===== src/rtl/abs24_if.sv =====
// Operand/result bundle for abs24: the two 24-bit operands and the 48-bit running sum.
// The master drives the operands; the slave (abs24) drives the sum.
interface abs24_if;
    logic [23:0] AIN;
    logic [23:0] BIN;
    logic [47:0] ABS_SUM_OUT;

    modport master (output AIN, output BIN, input ABS_SUM_OUT);
    modport slave  (input AIN, input BIN, output ABS_SUM_OUT);
endinterface


===== src/rtl/abs24.sv =====
// abs24: 3-stage pipeline accumulating |A-B| into a 48-bit wrapping sum.
// Define ABS24_SIGNED_EN to treat AIN/BIN as two's-complement; unsigned otherwise.
module abs24 (
    input  logic   CLK,
    input  logic   RST,
    abs24_if.slave io
);
    logic [23:0] a1_q, a1_d;
    logic [23:0] b1_q, b1_d;
    logic [23:0] mag_q, mag_d;
    logic [47:0] acc_q, acc_d;
    logic [24:0] diff;

    always_comb begin
        a1_d = io.AIN;
        b1_d = io.BIN;
`ifdef ABS24_SIGNED_EN
        diff = {a1_q[23], a1_q} - {b1_q[23], b1_q};
`else
        diff = {1'b0, a1_q} - {1'b0, b1_q};
`endif
        // The largest magnitude either way is 2^24-1, so negating into 24 bits is exact.
        mag_d = diff[24] ? 24'(-diff) : diff[23:0];
        acc_d = acc_q + {24'd0, mag_q};
    end

    // NOTE: non-blocking assignments let every stage sample the previous stage's
    // old value on the same edge; blocking here would collapse the pipeline.
    always_ff @(posedge CLK) begin
        if (RST) begin
            a1_q  <= '0;
            b1_q  <= '0;
            mag_q <= '0;
            acc_q <= '0;
        end else begin
            a1_q  <= a1_d;
            b1_q  <= b1_d;
            mag_q <= mag_d;
            acc_q <= acc_d;
        end
    end

    assign io.ABS_SUM_OUT = acc_q;
endmodule


===== src/flat_wrapper.sv =====
// flat-port wrapper written by rule: the top's interface ports become plain ports
module abs24_flat 
  (CLK, RST, io_AIN, io_BIN, io_ABS_SUM_OUT);
  abs24_if io_i ();
  input  logic CLK;
  input  logic RST;
  input wire logic [$bits(io_i.AIN)-1:0] io_AIN;
  input wire logic [$bits(io_i.BIN)-1:0] io_BIN;
  output wire logic [$bits(io_i.ABS_SUM_OUT)-1:0] io_ABS_SUM_OUT;
  assign io_i.AIN = io_AIN;
  assign io_i.BIN = io_BIN;
  assign io_ABS_SUM_OUT = io_i.ABS_SUM_OUT;
  abs24 u_core (.CLK(CLK), .RST(RST), .io(io_i));
endmodule

===== config.mk =====
export PLATFORM = sky130hd
export DESIGN_NAME = abs24_flat
export DESIGN_NICKNAME = d
export VERILOG_FILES = /design/src/rtl/abs24_if.sv /design/src/rtl/abs24.sv /design/src/flat_wrapper.sv
export SDC_FILE = /design/constraint.sdc
export NUM_CORES = 1
export LEC_CHECK = 0
export CAP_MARGIN = 10
export CORE_MARGIN = 8
export CORE_UTILIZATION = 55
export DETAILED_ROUTE_END_ITERATION = 7
export PLACE_DENSITY = 0.77
export SLEW_MARGIN = 5
export SYNTH_ARGS = -nofsm -noshare
export SYNTH_HDL_FRONTEND = slang
export SYNTH_SLANG_ARGS = --single-unit
export TNS_END_PERCENT = 10

===== constraint.sdc =====
create_clock -name CLK -period 7.5 [get_ports CLK]
set_clock_uncertainty 0.05 [all_clocks]
set_input_delay 1.5 -clock CLK [delete_from_list [all_inputs] [get_ports CLK]]
set_output_delay 1.5 -clock CLK [all_outputs]
set_load 0.05 [all_outputs]

======== After elaboration in Yosys (flattened, before gate mapping) ========
Cells that the tools add are included.
storage, ports and cells
  output and inout bits ................... 48
  word-level logic and storage cells ...... 8
  register bits ........................... 120
  input port bits ......................... 50
operators by class
  multiplexer cells ....................... 1
  add/sub/neg operators ................... 3
operator list
  kind                          count
  adder 48 x 24 -> 48 bit       1
  subtractor 24 x 24 -> 25 bit  1
  two-way mux 24 bit            1
  negator 24 bit                1

======== Logic depth before layout (Yosys ltp) ========
Gate-level depths: netlist of the first run.
  depth after elaboration ................. 3
  gate-level depth with buffers ........... 14
  gate-level depth less buffers ........... 13

======== Worst setup path before layout of the first run ========
OpenSTA, ideal clock, no wires.
  path kind ............................... register to register
  from .................................... register u_core.acc_q[0] (netlist: u_core.io.ABS_SUM_OUT[0])
  to ...................................... register u_core.acc_q[46] (netlist: u_core.io.ABS_SUM_OUT[46])
  arrival ................................. 3284 ps
  required time ........................... 7379 ps
  setup time .............................. 71 ps
  clock period less this slack ............ 3405 ps
  cell stages (with the launch flop) ...... 13
  buffers on the path ..................... 0
  slack ................................... 4095 ps
  cells stage by stage .................... dfxtp_1 ha_1 inv_1 fa_1 nor2b_1 o21a_1 o21ai_1 a31oi_2 a311oi_2 o2111ai_2 nand2_1 or4_1 a21oi_1
on the way
  cells in the longest elaborated chain, start to end .. 1
ends and longest elaborated chain
  what                     line         text
  from (decl)              abs24.sv:11  logic [47:0] acc_q, acc_d;
  from (signal assigned)   abs24.sv:34  acc_q <= '0;
  from (signal assigned)   abs24.sv:39  acc_q <= acc_d;
  adder 48 x 24 -> 48 bit  abs24.sv:24  acc_d = acc_q + {24'd0, mag_q};
No other way between the ends.
A chain may end at the register's enable or synchronous reset.

======== Final worst setup path of the first run ========
Same ends and word-level chain as after synthesis.

==> results.yml, run 1 <==
clocking:
  cts_setup_buffers: 0
  htreeDepth: 4
  hold_buffers: 0
  clockBufferDepth: 2
  clock_sink_count: 120
  clock-root-buffer: "clkbuf_16"
  clk_pin_slew_worst_paths_ns: 0.05
  numCtsBuffers: 17
  cts_resized: 0
  clk_latency_ns: 0.41
  tritoncts: "yes"
sta:
  max_slew_margin_pct: 45.0
  rsz0062_at_grt: "false"
  worst_slew_pin_slew_ns: 0.826
  setup_tns_ns: 0
  fmax_mhz: 286
  hold_viol: 0
  setup_viol_count_final: 0
  period_share_pct: 46.6
  fin_crit_ns: 3.50
  slew_viol_final: 0
routing:
  drt-pass1-iter-count: 5
  drt_iter0_markers: 399
  drc: 0
  drt_wl_total_um: 15500
  routed_via_density: 5.61
  antenna_left: 0
  drt-wirelength-per-cell_um: 14.3
  vias: 6061
global_routing:
  grt_pass1_wl_um: 26100
  track_usage_pct: 19.3
  antenna_found_initial: 0
  grt_pass1_vias: 5921
  overflow: 0
  grt_max_degree: 73
worst_setup_path:
  cp_max_fo: 9
  crit_type: "flop to flop"
  arrival_ns: 3.78
  r2r-end: "u_core.io.ABS_SUM_OUT[46]$_SDFF_PP0_"
  ff2ff_setup_slack_ns: 4.00
  required_ns: 7.79
  start_kind: "flop"
  crit_start: "u_core.io.ABS_SUM_OUT[0]$_SDFF_PP0_"
  critPathCaptureType: "flop"
  r2r-start: "u_core.io.ABS_SUM_OUT[0]$_SDFF_PP0_"
  reg2reg_depth: 12
power_and_ir_drop:
  internal-power_mw: 1.64
  power_frac_clock_pct: 28.7
  sequentialPowerShare_pct: 30.2
  p_leak_nw: 3.56
  combPwrFrac_pct: 41.2
  swShare_pct: 37.9
  p_sw_mw: 1.00
  powerDensity_mw_per_mm2: 310
  peakVddDrop_v: 0.000175
status:
  outcome: "completed"
finish:
  final.fill_count: 1004
  finalNetCount: 997
  area_growth_pct: 23.8
  diodes: 0
  layout-drive-gt1-share_pct: 5.28
  fin_util_pct: 68.6
die:
  die_w_um: 128
  num_rows: 41
  core_sq_mm: 0.0125
  initial_core_util_pct: 55.4
  dieHeight_um: 128
  ios: 98
  die_area_sq_mm: 0.0164
hold_path:
  hold_path_depth: 2
  hold_start: "u_core.io.ABS_SUM_OUT[35]$_SDFF_PP0_"
  hold_path_end: "u_core.io.ABS_SUM_OUT[35]$_SDFF_PP0_"
  hold_path_class: "flop to flop"
synthesis:
  ys_seq_area_share_pct: 34.8
  ys.warnings.count: 0
  synth-main-ff-cell: "dfxtp_1"
  syn_area_sq_mm: 0.00691
  async_reset_ff_share_pct: 0
  syn_nets: 908
  ys_types: 73
  synth_seq_cells: 120
  postSynthAreaPerCell_sq_um: 8.56
  synth_cells: 807
  synth_edf_count: 0
run:
  cap_violations: 0
placed_design:
  dpl.hpwl_um: 11600
  place.port_buffers: 97
  gp_congestion: 0.857
kinds of logic (layout without fill, tap and decap cells):
family	count (synthesis)	after routing	synth area share [%]
muxes	2	2	0.290
xor gates and xnor gates	57	57	7.23
AOI/OAI and AO/OA	207	207	21.0
DFF	120	120	34.8
adders and majority gates	51	51	9.46
and+or+nand+nor	299	299	23.3
buffers and inverters	71	173	3.97
area by class of cell:
class                   count  area [sq um]  area share, %
flip-flops and latches    120          2400           28.1
multi-input cells         616          4230           49.5
clock inverters             8          70.1          0.820
clock buffers              24           492           5.75
inverters                  43           161           1.89
repair buffers             98           976           11.4
well taps                 172           215           2.52
worst max-delay path, stage by stage, from the launching register on:
cell	delay (ns)
dfxtp_1	0.33
ha_1	0.17
inv_1	0.06
fa_1	0.39
nor2b_1	0.16
o21a_1	0.15
o21ai_1	0.09
a31oi_2	0.30
a311oi_2	0.26
o2111ai_2	0.49
nand2_1	0.27
or4_1	0.56
a21oi_1	0.15
registers in the layout (all words and copies together), names as in the netlist:
register,count
u_core.io.ABS_SUM_OUT,48
u_core.a1_q,24
u_core.mag_q,24
u_core.b1_q,24
metal layers:
layer  GRT usage (%)  share of wire (%)
met3            4.78                5.1
met1            22.2                 44
met5               0                  0
met4            9.09                2.3
met2            32.8                 48
cell usage after synthesis (3+ instances only):
cell / count / area share (%)
o211ai_1: 9 / 0.98
nand4_1: 18 / 1.6
xor2_1: 27 / 3.4
clkbuf_1: 19 / 1.0
nor2_1: 75 / 4.1
inv_1: 43 / 2.3
nand2b_1: 8 / 0.72
o21ai_1: 18 / 1.3
nor4b_1: 3 / 0.38
nand2_1: 43 / 2.3
nor3_1: 14 / 1.0
or4_1: 9 / 0.98
buf_2: 6 / 0.43
o21bai_1: 3 / 0.33
o21ai_0: 19 / 1.4
a31oi_1: 5 / 0.45
a21o_1: 28 / 3.0
xnor2_1: 30 / 3.8
o211a_1: 3 / 0.43
and3_1: 14 / 1.3
buf_1: 3 / 0.16
or3_1: 12 / 1.1
ha_1: 49 / 8.9
nand3_1: 19 / 1.4
a41oi_1: 3 / 0.38
o31ai_1: 13 / 1.4
and2_1: 9 / 0.82
a21oi_1: 61 / 4.4
dfxtp_1: 120 / 35
a211o_1: 3 / 0.38
and4_1: 3 / 0.38
nor2b_1: 57 / 5.2
o21a_1: 5 / 0.54
a211oi_1: 6 / 0.65
through the flow:
step                      cells  hold WS, ns  setup slack (ns)  power (mW)  cell area (sq um)
after floorplan             807        0.474              4.10        1.61               6910
after global placement     1049        0.416              4.20        1.86               7990
after detailed placement   1049        0.437              4.07        1.89               7990
after CTS                  1081        0.446              4.03        2.66               8550
after global routing       1081        0.475              3.65        2.80               8550
final                      1081        0.443              4.00        2.65               8550
how the worst max path moves through the flow:
| stage | endpoint | slack (ns) | depth (start not counted) |
|---|---|---|---|
| after floorplan | u_core.io.ABS_SUM_OUT[46]$_SDFF_PP0_ | 4.10 | 12 |
| after global placement | u_core.io.ABS_SUM_OUT[34]$_SDFF_PP0_ | 4.20 | 12 |
| after detailed placement | u_core.io.ABS_SUM_OUT[34]$_SDFF_PP0_ | 4.07 | 12 |
| after CTS | u_core.io.ABS_SUM_OUT[34]$_SDFF_PP0_ | 4.03 | 12 |
| after global routing | u_core.io.ABS_SUM_OUT[34]$_SDFF_PP0_ | 3.65 | 12 |
| final | u_core.io.ABS_SUM_OUT[46]$_SDFF_PP0_ | 4.00 | 12 |
power groups by stage:
stage / registers, mW / logic [mW] / clock network [mW]
final: 0.799 / 1.09 / 0.759
after global routing: 0.807 / 1.19 / 0.801
after CTS: 0.799 / 1.08 / 0.772
after detailed placement: 0.811 / 1.07 / 0
after global placement: 0.807 / 1.05 / 0
after floorplan: 0.988 / 0.619 / 0
cells in the final DEF (no fill, tap or decap), drive strengths merged, types with 5 or more instances in the layout:
cell type      synthesis  layout
dfxtp                120     120
clkdlybuf4s50          0      96
nor2                  75      75
a21oi                 63      63
nor2b                 57      57
ha                    49      49
inv                   43      43
nand2                 43      43
o21ai                 37      37
xnor2                 30      30
a21o                  28      28
xor2                  27      27
clkbuf                19      24
nand3                 19      19
nand4                 18      18
and3                  14      14
nor3                  14      14
o31ai                 13      13
or3                   12      12
or4                   10      10
and2                   9       9
o211ai                 9       9
nand2b                 9       9
a211oi                 7       7
a31oi                  6       6
o21a                   5       5
clkinv                 0       5
Note: power is estimated with default switching activity, not from simulation.
==> inputs of run 2 (changes only) <==
==> constraint.sdc (replaced) <==
create_clock -name CLK -period 3.65 [get_ports CLK]
set_clock_uncertainty 0.05 [all_clocks]
set_input_delay 0.73 -clock CLK [delete_from_list [all_inputs] [get_ports CLK]]
set_output_delay 0.73 -clock CLK [all_outputs]
set_load 0.05 [all_outputs]
==> run 2 against run 1 <==
Power up 110%. Utilization up 0.47 points. Critical path type unchanged. Register-to-register slack worse by 3.7 ns.
==> results.yml, run 2 (same netlist as run 1, synthesis figures left out) <==
hold_path:
  hold_start: "u_core.io.ABS_SUM_OUT[47]$_SDFF_PP0_"
  hold_path_class: "flop to flop"
clocking:
  clockBufferDepth: 2
  numCtsBuffers: 17
  clk_pin_slew_worst_paths_ns: 0.06
  htreeDepth: 4
  clock-root-buffer: "clkbuf_16"
  clk_latency_ns: 0.41
  clock_sink_count: 120
  hold_buffers: 0
  cts_resized: 0
  tritoncts: "yes"
  cts_setup_buffers: 0
run:
  cap_violations: 0
worst_setup_path:
  start_kind: "flop"
  crit_start: "u_core.a1_q[0]$_SDFF_PP0_"
  critPathTopFamily: "compound AO/OA/AOI/OAI gates"
  arrival_ns: 3.58
  slowest_delay_ns: 0.40
  cp_max_fo: 6
  worst-path-buf-inv: 2
  r2r-start: "u_core.a1_q[0]$_SDFF_PP0_"
  required_ns: 3.88
  critPathCaptureType: "flop"
  crit_slowest_cell: "fa_1"
  crit_chain: "inv_1 > ha_1 > inv_1 > fa_1 > a21o_1 > a221oi_4 > o2111ai_1 > a21o_1 > a221oi_4 > nand3b_4 > o41ai_2 > xor2_1 > nor2_1"
  crit_type: "flop to flop"
power_and_ir_drop:
  total_power_mw: 5.48
  p_leak_nw: 3.60
  powerDensity_mw_per_mm2: 637
  combPwrFrac_pct: 41.3
  p_sw_mw: 2.07
  peakVddDrop_v: 0.000389
  swShare_pct: 37.8
  sequentialPowerShare_pct: 29.9
  power_frac_clock_pct: 28.8
  internal-power_mw: 3.41
placed_design:
  gp_congestion: 0.871
  place.port_buffers: 97
  dpl.hpwl_um: 11900
finish:
  layout_commonest_cell: "dfxtp_1"
  largest_reg_flops: 48
  layout-drive-gt1-share_pct: 6.12
  final.fill_count: 1016
  multi_input_comb_area_sq_mm: 0.00423
  area_growth_pct: 24.6
  ff_latch_area_sq_mm: 0.00240
  finalNetCount: 1004
  diodes: 0
  layout_common_cells: "120 x dfxtp_1, 96 x clkdlybuf4s50_1, 75 x nor2_1"
sta:
  slew_viol_final: 0
  fin_crit_ns: 3.36
  fmax_mhz: 298
  worst_slew_pin_slew_ns: 0.792
  hold_viol: 0
  rsz0062_at_grt: "false"
  max_slew_margin_pct: 47.2
  setup_viol_count_final: 0
  period_share_pct: 91.9
  setup_tns_ns: 0
global_routing:
  track_usage_pct: 20.1
  antenna_found_initial: 0
  overflow: 0
  grt_max_degree: 57
  grt_pass1_vias: 6049
  grt_pass1_wl_um: 27500
die:
  num_rows: 41
  core_sq_mm: 0.0125
  die_area_sq_mm: 0.0164
  die_w_um: 128
  ios: 98
  dieHeight_um: 128
  initial_core_util_pct: 55.4
routing:
  drc: 0
  vias: 6132
  drt-wirelength-per-cell_um: 14.7
  drt-pass1-iter-count: 5
  antenna_left: 0
  drt_wl_total_um: 16000
  drt_iter0_markers: 381
  routed_via_density: 5.64
status:
  outcome: "completed"
-- run 2: final timing paths --
path                                          endpoint  slack, ns  cells after the start
setup / recovery           u_core.mag_q[21]$_SDFF_PP0_       0.29                     13
hold / removal    u_core.io.ABS_SUM_OUT[47]$_SDFF_PP0_       0.43                      2
hold reg to reg   u_core.io.ABS_SUM_OUT[47]$_SDFF_PP0_       0.43                      2
setup reg to reg           u_core.mag_q[21]$_SDFF_PP0_       0.29                     13
-- run 2: metrics by stage --
stage	setup WS, ns	utilization, %	std cells	hold WS (ns)	cell area [sq um]
CTS	0.294	69.0	1087	0.438	8610
floorplan	0.245	-	807	0.474	6910
global route	0.0497	69.0	1087	0.478	8610
detailed placement	0.329	64.5	1056	0.430	8040
finish	0.295	69.0	1087	0.434	8610
global placement	0.427	64.5	1056	0.413	8040
-- run 2: area by class of cell --
| class | count | area share [%] |
|---|---|---|
| clock buffer | 23 | 5.79 |
| sequential | 120 | 27.9 |
| inverter | 43 | 1.88 |
| multi-input combinational | 616 | 49.2 |
| timing repair buffer | 105 | 12.0 |
| tap | 172 | 2.50 |
| clock inverter | 8 | 0.814 |
-- run 2: routing by layer --
layer,wire (um),GRT usage (%)
met1,7170,23.8
met2,7820,34.3
met4,197,7.55
met5,0,0
met3,802,4.95
-- run 2: power groups by stage --
stage | registers, mW | clock network, mW | logic [mW]
3_3_place_gp | 1.66 | 0 | 2.18
2_1_floorplan | 2.03 | 0 | 1.27
3_5_place_dp | 1.66 | 0 | 2.23
6_report | 1.64 | 1.58 | 2.27
5_1_grt | 1.66 | 1.68 | 2.48
4_1_cts | 1.64 | 1.61 | 2.26
-- run 2: worst reg2reg max path: stages (launching register included) --
cell       delay, ns
dfxtp_1         0.29
inv_1           0.05
ha_1            0.15
inv_1           0.05
fa_1            0.40
a21o_1          0.23
a221oi_4        0.38
o2111ai_1       0.22
a21o_1          0.24
a221oi_4        0.39
nand3b_4        0.16
o41ai_2         0.39
xor2_1          0.18
nor2_1          0.05
